==> config.mk <==
export PLATFORM = sky130hd
export DESIGN_NAME = regfile_write_sequencer
export DESIGN_NICKNAME = d
export VERILOG_FILES = /design/src/rtl/rf_ctrl_pkg.sv /design/src/rtl/regfile_write_sequencer_rr_arbiter.sv /design/src/rtl/regfile_write_sequencer.sv
export SDC_FILE = /design/constraint.sdc
export NUM_CORES = 1
export LEC_CHECK = 0
export CAP_MARGIN = 20
export CORE_MARGIN = 5
export CORE_UTILIZATION = 37
export DETAILED_ROUTE_END_ITERATION = 8
export GPL_ROUTABILITY_DRIVEN = 0
export PLACE_DENSITY_LB_ADDON = 0.05
export SYNTH_ARGS = -nofsm -noshare
export SYNTH_HDL_FRONTEND = slang
export SYNTH_SLANG_ARGS = --single-unit
==> constraint.sdc <==
create_clock -name Clk -period 2.8 [get_ports Clk]
set_input_delay 0.28 -clock Clk [delete_from_list [all_inputs] [get_ports Clk]]
set_output_delay 0.28 -clock Clk [all_outputs]
set_load 0.02 [all_outputs]
==> src/rtl/rf_ctrl_pkg.sv <==
// Shared types and defaults for the register-file write sequencer.
package rf_ctrl_pkg;

   typedef enum logic [0:0] {
      IDLE  = 1'b0,
      CLEAR = 1'b1
   } state_t;

   localparam int unsigned DWIDTH_DEF = 32;
   localparam int unsigned WIDTH_DEF  = 5;
   localparam int unsigned RWIDTH_DEF = 16;
   localparam int unsigned NREQ_DEF   = 3;
   localparam int unsigned GID_WIDTH  = $clog2(NREQ_DEF);

endpackage

==> src/rtl/regfile_write_sequencer_rr_arbiter.sv <==
// Combinational round-robin picker: grants the first request at or after ptr, wrapping modulo N.
module rr_arbiter #(
   parameter  int unsigned N  = 3,
   localparam int unsigned IW = (N > 1) ? $clog2(N) : 1
) (
   input  logic [N-1:0]  req,
   input  logic [IW-1:0] ptr,
   output logic [N-1:0]  gnt,
   output logic [IW-1:0] gnt_idx,
   output logic          any_gnt
);

   int unsigned idx;

   always_comb begin
      gnt     = '0;
      gnt_idx = '0;
      any_gnt = 1'b0;
      idx     = 0;
      for (int unsigned i = 0; i < N; i++) begin
         idx = (32'(ptr) + i) % N;
         if (!any_gnt && req[IW'(idx)]) begin
            gnt[IW'(idx)] = 1'b1;
            gnt_idx       = IW'(idx);
            any_gnt       = 1'b1;
         end
      end
   end

endmodule

==> src/rtl/regfile_write_sequencer.sv <==
// Owns the register file write port: round-robin writeback arbitration plus a
// hardware clear sequence that writes zero to registers 1..RWIDTH-1.
module regfile_write_sequencer
   import rf_ctrl_pkg::*;
#(
   parameter int unsigned DWIDTH = DWIDTH_DEF,
   parameter int unsigned WIDTH  = WIDTH_DEF,
   parameter int unsigned RWIDTH = RWIDTH_DEF,
   parameter int unsigned NREQ   = NREQ_DEF
) (
   input  logic                          Clk,
   input  logic                          N_Rst,
   input  logic [NREQ-1:0]               Req_Valid,
   output logic [NREQ-1:0]               Req_Ready,
   input  logic [NREQ-1:0][WIDTH-1:0]    Req_Addr,
   input  logic [NREQ-1:0][DWIDTH-1:0]   Req_Data,
   input  logic                          Clr_Start,
   output logic                          Clr_Busy,
   output logic                          WE3,
   output logic [WIDTH-1:0]              WA3,
   output logic [DWIDTH-1:0]             WD3,
   output logic [$clog2(NREQ)-1:0]       Grant_Id
);

   localparam int unsigned     GW       = $clog2(NREQ);
   localparam logic [WIDTH-1:0] CLR_LAST = WIDTH'(RWIDTH - 1);
   localparam logic [WIDTH:0]   ADDR_LIM = (WIDTH + 1)'(RWIDTH);

   state_t             state, state_nxt;
   logic [WIDTH-1:0]   clr_cnt;
   logic [GW-1:0]      rr_ptr;
   logic               run_en;
   logic [NREQ-1:0]    gnt;
   logic [GW-1:0]      gnt_idx;
   logic               any_gnt;
   logic               hs;
   logic [WIDTH-1:0]   acc_addr;
   logic [DWIDTH-1:0]  acc_data;
   logic               addr_ok;

   rr_arbiter #(.N(NREQ)) u_arb (
      .req     (Req_Valid),
      .ptr     (rr_ptr),
      .gnt     (gnt),
      .gnt_idx (gnt_idx),
      .any_gnt (any_gnt)
   );

   always_ff @(posedge Clk or negedge N_Rst) begin
      if (!N_Rst) state <= IDLE;
      else        state <= state_nxt;
   end

   always_comb begin
      state_nxt = state;
      case (state)
         IDLE:    if (Clr_Start) state_nxt = CLEAR;
         CLEAR:   if (clr_cnt == CLR_LAST) state_nxt = IDLE;
         default: state_nxt = IDLE;
      endcase
   end

   // run_en keeps Req_Ready low through reset and the first cycle after release.
   always_comb begin
      Req_Ready = '0;
      Clr_Busy  = 1'b0;
      case (state)
         IDLE:    if (run_en && !Clr_Start) Req_Ready = gnt;
         CLEAR:   Clr_Busy = 1'b1;
         default: ;
      endcase
   end

   assign hs       = any_gnt && (Req_Ready != '0);
   assign acc_addr = Req_Addr[gnt_idx];
   assign acc_data = Req_Data[gnt_idx];
   assign addr_ok  = (acc_addr != '0) && ({1'b0, acc_addr} < ADDR_LIM);

   always_ff @(posedge Clk or negedge N_Rst) begin
      if (!N_Rst) begin
         run_en   <= 1'b0;
         clr_cnt  <= '0;
         rr_ptr   <= '0;
         WE3      <= 1'b0;
         WA3      <= '0;
         WD3      <= '0;
         Grant_Id <= '0;
      end else begin
         run_en <= 1'b1;
         WE3    <= 1'b0;
         if (state == CLEAR) begin
            WE3 <= 1'b1;
            WA3 <= clr_cnt;
            WD3 <= '0;
            if (clr_cnt != CLR_LAST) clr_cnt <= clr_cnt + 1'b1;
         end else if (Clr_Start) begin
            clr_cnt <= WIDTH'(1);
         end else if (hs) begin
            WE3      <= addr_ok;
            WA3      <= acc_addr;
            WD3      <= acc_data;
            Grant_Id <= gnt_idx;
            rr_ptr   <= (gnt_idx == GW'(NREQ - 1)) ? '0 : gnt_idx + 1'b1;
         end
      end
   end

endmodule

==> impl.org, run 1 <==
** Drt
- For this block, the initial DRC count from the detailed router was a little over 90.
- In the routed layout, each cell is associated on average with a via count of 5.07.
- Drc violations :: 0
- Number of iterations in the first detailed-routing pass :: 4
- The count of nets left with antenna violations once routing finished came out at 0.
- After detailed routing, the average wire length per cell comes to 15.8 um.
- Aggregate routed wire length :: between 9000 and 10,000 um
- Across all layers, the routed design uses approximately 3.1k vias.

** Power and ir drop
- Clock network power share :: roughly 12%
- Part of the power in combinational logic :: ~64%
- Power density relative to cell area :: a little over 800 mW/mm2
- Total net switching power :: around 1.8 mW
- Proportion of total power due to net switching :: between 40% and 50%
- Internal power consumption :: between 2 and 2.5 mW
- The share of total power dissipated in sequential elements is 23.5%.
- The analysis attributes to cell leakage a power of 2.23 nW.
- IR drop worst, VDD :: between 500 and 600 uV

** Floorplanning
- The die is between 100 and 150 um tall.
- Die span in x :: slightly above 100 um
- Full die area :: around 0.011 mm2
- The region available for standard cell placement spans between 0.008 and 0.009 mm2.
- Top-level I/O count :: approximately 160
- Number of core rows :: 34
- Once the floorplan was initialized, standard cells occupied between 30% and 40% of the core.

** Flow run
- # Max-Cap Violations :: 0

** Critical path
- Setup crit start kind :: flip-flop
- At the worst endpoint, the arrival time is 2.90 ns.
- CP Cell Sequence :: inv_1 > ha_4 > nor2_1 > a32o_1 > a31oi_2 > a311oi_4 > buf_4 > or4b_2 > o221a_2
- In this run the worst path has a maximum fanout of 10.
- Endpoint type of the worst setup path :: flip-flop
- On the worst path, the slowest cell contributes a delay of between 0.6 and 0.7 ns.
- The critical path is of the flip-flop to flip-flop type.
- Slowest-stage cell, CP :: sky130_fd_sc_hd__or4b_2
- Data on the critical path is required at its endpoint by 3.00 ns.

** Clock network
- Number of buffers on the longest clock path :: 2
- Root buffer cell :: sky130_fd_sc_hd__clkbuf_8
- Clk sink count :: between 40 and 50
- Buffers inserted during clock tree synthesis total 5.
- Clock-pin slew was measured on the worst setup and hold paths at about 0.09 ns.
- CTS built an H-tree with a depth of 2.
- Clock latency on the worst-skew pair, taken at its later pin, is about 0.30 ns.
- Number of buffers inserted by hold repair at cts :: 0
- TritonCTS built the clock tree.

** Hold path
- The worst hold path belongs to the class input pin to asynchronous set/reset pin.

** STA
- For the finished layout, the period the worst path requires is 2.70 ns.
- Post-route fraction of the period consumed by the critical path :: a little over nine tenths
- On the final layout, the worst clock skew is approximately 0.010 ns.
- The final max-slew violation count is 0.
- Total count of hold-check failures in the final report :: 0
- Measured against its own limit, the worst slew margin works out to 58.0%.
- Setup violations remaining at the end of the flow were counted as 0.
- Transition time at the pin with the least slew margin :: ~0.63 ns
- Peak Freq :: about 370 MHz
- Fin Setup TNS :: 0 ns

** Synthesis
- In the synthesized netlist, the number of instances is 347.
- The number of nets in the synthesized netlist is 470.
- By area the synthesized netlist is led by sky130_fd_sc_hd__dfrtp_1, sky130_fd_sc_hd__mux2_2, sky130_fd_sc_hd__a22oi_1.
- The most used flip-flop cell after synthesis is sky130_fd_sc_hd__dfrtp_1.
- Mapped cell area :: roughly 0.0033 mm2
- The most common cell in the synthesized netlist is sky130_fd_sc_hd__dfrtp_1.
- By count the netlist is led by sky130_fd_sc_hd__dfrtp_1, sky130_fd_sc_hd__inv_1, sky130_fd_sc_hd__o21ai_0.
- After synthesis, the mean cell area works out to approximately 9.4 um2.
- The biggest area contributor in the post-synthesis netlist is sky130_fd_sc_hd__dfrtp_1.
- Of the synthesized area, sequential elements account for 37.7%.
- Counting flops with an async set or reset pin after synthesis yields a share of between 90% and 100%.
- For this run, the number of Yosys warnings is 0.
- Fraction of synthesized cell area taken by the top area cell type :: a little under two fifths
- Synthesis instantiated between 50 and 60 different standard cells from the library.
- Yosys reg bits :: ~50
- EDFF count, synth :: 0

** Global route
- Initial antenna violation count :: 0
- The first global-routing pass estimated 16,200 um of wire.
- Entering global routing, the biggest net connects 50 pins.
- Vias in the first global route :: between 3k and 4k
- Global routing used 17.9% of the available tracks across all layers.
- Total congestion overflow after global routing :: 0

** Layout
- The number of antenna diodes in the final layout is 0.
- Layout net count :: around 630
- Synth-to-layout area growth :: 59.8%
- Fraction of final layout cells with drive strength greater than 1 :: between 10% and 20%
- Filler Cell Count :: 773
- Share of the core filled with cells in the final layout :: 60.2%

** Place
- After legalization and detailed placement, the total HPWL measured between 7000 and 8000 um.
- PortBufs :: 160

** Outcome
- The run finished with clean final reports.
[power groups by stage]
| stage | sequential [mW] | combinational [mW] | clock (mW) |
|---|---|---|---|
| final | 1.01 | 2.74 | 0.523 |
| after detailed placement | 1.02 | 2.68 | 0 |
| after global routing | 1.03 | 3.03 | 0.574 |
| after global placement | 1.01 | 2.66 | 0 |
| after floorplan | 1.15 | 1.53 | 0 |
| after CTS | 1.00 | 2.71 | 0.548 |
[cell usage in the layout (no fill, tap or decap), drive strengths merged, types with 5 or more instances in the layout]
cell / n
buf: 18
mux2i: 5
clkbuf: 6
nor2b: 35
clkdlybuf4s50: 156
mux2: 35
dfrtp: 49
ha: 6
inv: 44
a21oi: 7
a22oi: 32
nand2: 6
o21ai: 40
nor2: 9
[area by class of cell]
cell class | count | area [um2] | share of cell area, %
well taps | 108 | 135 | 2.60
multi-input cells | 229 | 1800 | 34.7
clock buffers | 6 | 82.6 | 1.59
repair buffers | 177 | 1750 | 33.6
inverters | 44 | 165 | 3.18
clock inverters | 2 | 37.5 | 0.722
flip-flops and latches | 49 | 1230 | 23.6
[critical path, delay by kind of cell, from the launching register on]
kind,cells,cell delay (ns)
fa+ha+maj,1,0.34
simple gates,2,0.73
compound gates,4,0.81
flops,1,0.43
buf+inv,2,0.29
[metrics by stage]
step           instances  area (um2)  hold WS, ns  worst slack (ns)  total power, mW
4_1_cts              614        5160       0.0965           0.00403             4.26
5_1_grt              615        5200        0.117          -0.00428             4.63
3_3_place_gp         606        5030        0.427            0.0289             3.66
3_5_place_dp         606        5030        0.433           -0.0846             3.70
6_report             615        5200       0.0629            0.0958             4.27
2_1_floorplan        347        3270      -0.0156            0.0496             2.68
[final timing paths]
kind | end | slack [ns] | startpoint | cells past startpoint
max reg2reg | WA3[2] | 0.1 | rr_ptr[0] | 9
min reg2reg | Grant_Id[0] | 0.52 | Grant_Id[0] | 1
max in group asynchronous | rr_ptr[1] | 2.29 | N_Rst | 2
min in group Clk | Grant_Id[0] | 0.52 | Grant_Id[0] | 1
min | WA3[3] | 0.06 | N_Rst | 2
max | WA3[2] | 0.1 | rr_ptr[0] | 9
[flip-flops by register name (all words and copies together) (netlist names)]
signal	flops
WD3	32
clr_cnt	5
run_en	1
state	1
Grant_Id	2
rr_ptr	2
WE3	1
WA3	5
[metal layers]
metal  part of all wire [%]  routed length, um  vias to the layer above  GRT usage (%)
met3                    8.2                800                        6           6.59
met2                     50               4820                      112           30.4
met4                   0.92                 89                        0           3.61
met1                     41               4000                     1458           21.8
li1                       -                  -                     1544              -
met5                      0                  0                        -              0
[cell families after synthesis]
| logic type | Yosys count | synth area share [%] |
|---|---|---|
| AO/OA/AOI/OAI | 107 | 22.6 |
| AND/OR/NAND/NOR | 75 | 14.1 |
| buffers and inverters | 69 | 8.81 |
| flip-flops | 49 | 37.7 |
| multiplexers | 40 | 14.4 |
| adder cells (fa/ha/maj) | 6 | 2.31 |
| other | 1 | 0.115 |
[timing repair]
item,CTS,global route
gates cloned,0,0
pin swaps,0,1
resized for setup,7,6
endpoints found under the hold margin,0,0
buffers inserted,0,1
setup endpoints to repair,6,42
(Power assumes the default switching activity.)
==> run 2: changes to the inputs <==
--- a/config.mk
+++ b/config.mk
@@ -6,6 +6,7 @@
 export NUM_CORES = 1
 export LEC_CHECK = 0
 export CAP_MARGIN = 20
+export CORE_ASPECT_RATIO = 0.5
 export CORE_MARGIN = 5
 export CORE_UTILIZATION = 37
 export DETAILED_ROUTE_END_ITERATION = 8
==> impl.org, run 2 (synthesized netlist as in run 1, its figures left out) <==
** Floorplanning
- The die is about 76 um tall.
- Top-level I/O count :: approximately 160
- Full die area :: around 0.011 mm2
- Starting Density :: 37.6%
- Number of core rows :: 24
- The total area inside the core boundary comes to just under 0.009 mm2.
- Die span in x :: between 100 and 150 um

** Layout
- Commonest cells after routing, fill and taps aside :: sky130_fd_sc_hd__clkdlybuf4s50_1, sky130_fd_sc_hd__dfrtp_1, sky130_fd_sc_hd__inv_1, sky130_fd_sc_hd__o21ai_0, sky130_fd_sc_hd__nor2b_1
- The post-route netlist has approximately 15% of its cells at a drive strength greater than 1.
- Cell area after layout :: roughly 0.0052 mm2
- Register bank with the most flops :: WD3
- Synth-to-layout area growth :: 61.3%
- Largest registers ranked by flip-flop count :: WD3: 32 flops, WA3: 5 flops, clr_cnt: 5 flops
- The register with the most flip-flops in the layout has 32 of them.
- Antenna cell count :: 0
- The library cell used most frequently in the layout, excluding fill and tap cells, is sky130_fd_sc_hd__clkdlybuf4s50_1.
- For this run, the post-layout net count is 629.

** STA
- Unrepaired setup endpoints after global routing :: true
- Setup slack closes at about 0.11 ns.
- Peak Freq :: between 300 and 400 MHz
- Post-route minimum period :: between 2 and 3 ns
- At the pin with the least slew margin, the transition time is slightly below 0.6 ns.
- The tightest hold path in the finished design has a slack of -0.0184 ns.
- Total count of hold-check failures in the final report :: 23
- Final setup skew :: approximately 0.0075 ns
- Max Slew Vio Count :: 0
- Setup violations remaining at the end of the flow were counted as 0.
- Headroom to the max-slew limit came out at 61.2%.
- Post-route fraction of the period consumed by the critical path :: between 90% and 100%

** Critical path
- By startpoint and endpoint, the worst setup path is classified as flip-flop to output pin.
- Signal arrival time at the worst endpoint :: 2.41 ns
- In this run the worst setup path terminates at Req_Ready[1].
- In this run the critical register-to-register path is launched from rr_ptr[1].
- The worst setup path is launched from a flip-flop.
- Worst setup path startpoint :: rr_ptr[1]
- Measured in cells, the most critical reg-to-reg path has a length of 10.
- Data on the critical path is required at its endpoint by 2.52 ns.
- Along the worst path, the maximum fanout reaches 7.
- STA classifies the critical path endpoint as an output pin.
- Register-to-Register Setup Slack :: roughly 0.12 ns
- Destination of the worst register-to-register timing path :: WD3[0]

** Flow run
- Across the run, the number of max-cap violations was 0.

** Clock network
- TritonCTS built the clock tree.
- Root buffer cell :: sky130_fd_sc_hd__clkbuf_16
- Clk sink count :: 49
- Worst skew pair latency :: slightly below 0.3 ns
- In this run the number of H-tree levels came out at 2.
- Clock tree synthesis inserted a total of 5 buffers.
- Clock transition at the register clock pins on the worst setup and hold paths after CTS :: 0.07 ns
- In this run the deepest clock path goes through 2 buffers.

** Place
- Post-placement worst setup slack :: -0.0244 ns
- The count of buffers added on input and output ports is 160.
- Summing all placed instances gives a cell area of roughly 0.0050 mm2.
- The HPWL after detailed placement is approximately 7400 um.

** Global route
- Initial antenna violation count :: 0
- Vias in the first global route :: about 3.1k
- Overall global routing resource usage :: between 15 and 20%
- The first global-routing pass estimated between 15,000 and 20,000 um of wire.
- Largest net degree at the start of global routing :: 46
- Total congestion overflow after global routing :: 0

** Drt
- Aggregate routed wire length :: between 9000 and 10,000 um
- Drc violations :: 0
- The count of nets left with antenna violations once routing finished came out at 0.
- Routed length per placed instance :: 15.8 um
- Using the TritonRoute via totals, the vias-per-cell ratio works out to 4.92.
- Number of iterations in the first detailed-routing pass :: 4
- The final route contains between 3k and 4k vias.
- Initial DRC count :: 92

** Outcome
- The final reports fail on negative hold slack.
- The flow ran to the end, but the final reports show violations.

** Power and ir drop
- For this design the static power due to leakage is 2.26 nW.
- Power density relative to cell area :: between 800 and 900 mW/mm2
- Across the VDD grid, the largest voltage drop is between 900 and 1000 uV.

** Hold path
- The path class of the tightest hold or removal check is input pin to asynchronous set/reset pin.
==> run 2: cell count changes in the layout (fill, tap and decap cells not counted), sizes merged <==
cell / delta
dlymetal6s2s: +1
dlygate4sd2: -3
clkbuf: +2
clkinvlp: -1
clkdlybuf4s15: +1
==> run 2: timing repair <==
action | in CTS | in global routing
buffers inserted | 0 | 0
endpoints found under the setup margin | 6 | 43
resized for setup | 6 | 8
hold buffers | 0 | 0
pin swaps | 0 | 1
==> run 2: report_power, final <==
| group | switching (mW) | internal (mW) | total [mW] |
|---|---|---|---|
| logic | 1.44 | 1.24 | 2.68 |
| registers | 0.106 | 0.890 | 0.996 |
| clock network | 0.265 | 0.447 | 0.712 |
==> run 2: stage by stage <==
| step | setup TNS, ns | utilization (%) | total power, mW | hold slack (ns) | instances |
|---|---|---|---|---|---|
| floorplan | 0 | - | 2.68 | -0.0156 | 347 |
| global placement | 0 | 58.4 | 3.63 | 0.323 | 616 |
| detailed placement | -0.0308 | 58.4 | 3.65 | 0.324 | 616 |
| CTS | 0 | 60.4 | 4.40 | 0.00738 | 624 |
| global route | -0.625 | 60.6 | 4.76 | 0.0368 | 624 |
| finish | 0 | 60.6 | 4.39 | -0.0184 | 624 |
==> run 2: layout make-up <==
class / count / area (um2)
fillers: 765 / 3400
multi-input cells: 229 / 1790
repair buffers: 177 / 1750
flip-flops and latches: 49 / 1230
inverters: 44 / 165
well taps: 117 / 146
clock buffers: 7 / 143
clock inverters: 1 / 30.0
==> run 2: worst min-delay path by stage <==
| stage | from | endpoint | slack [ns] | depth (start not counted) |
|---|---|---|---|---|
| after detailed placement | N_Rst | WA3[2] | 0.32 | 1 |
| after floorplan | N_Rst | Grant_Id[0] | -0.02 | 0 |
| after CTS | N_Rst | WA3[2] | 0.007 | 1 |
| after global placement | N_Rst | WA3[2] | 0.32 | 1 |
| final | N_Rst | WA3[2] | -0.02 | 1 |
| after global routing | N_Rst | WA3[2] | 0.04 | 1 |
==> run 2: worst max-delay path, cell delays in order (launching register included) <==
cell	delay [ns]
sky130_fd_sc_hd__dfrtp_2	0.44
sky130_fd_sc_hd__inv_1	0.09
sky130_fd_sc_hd__ha_2	0.28
sky130_fd_sc_hd__mux2i_2	0.29
sky130_fd_sc_hd__o21a_1	0.17
sky130_fd_sc_hd__buf_4	0.13
sky130_fd_sc_hd__nor2_1	0.06
sky130_fd_sc_hd__a311oi_4	0.29
sky130_fd_sc_hd__clkdlybuf4s15_1	0.36
==> run 2: routing by layer <==
| layer | vias up | part of all wire, % | global-route usage (%) |
|---|---|---|---|
| li1 | 1543 | - | - |
| met2 | 90 | 48 | 30.3 |
| met5 | - | 0 | 0 |
| met3 | 8 | 8.6 | 7.15 |
| met4 | 0 | 0.72 | 3.32 |
| met1 | 1427 | 43 | 22.5 |
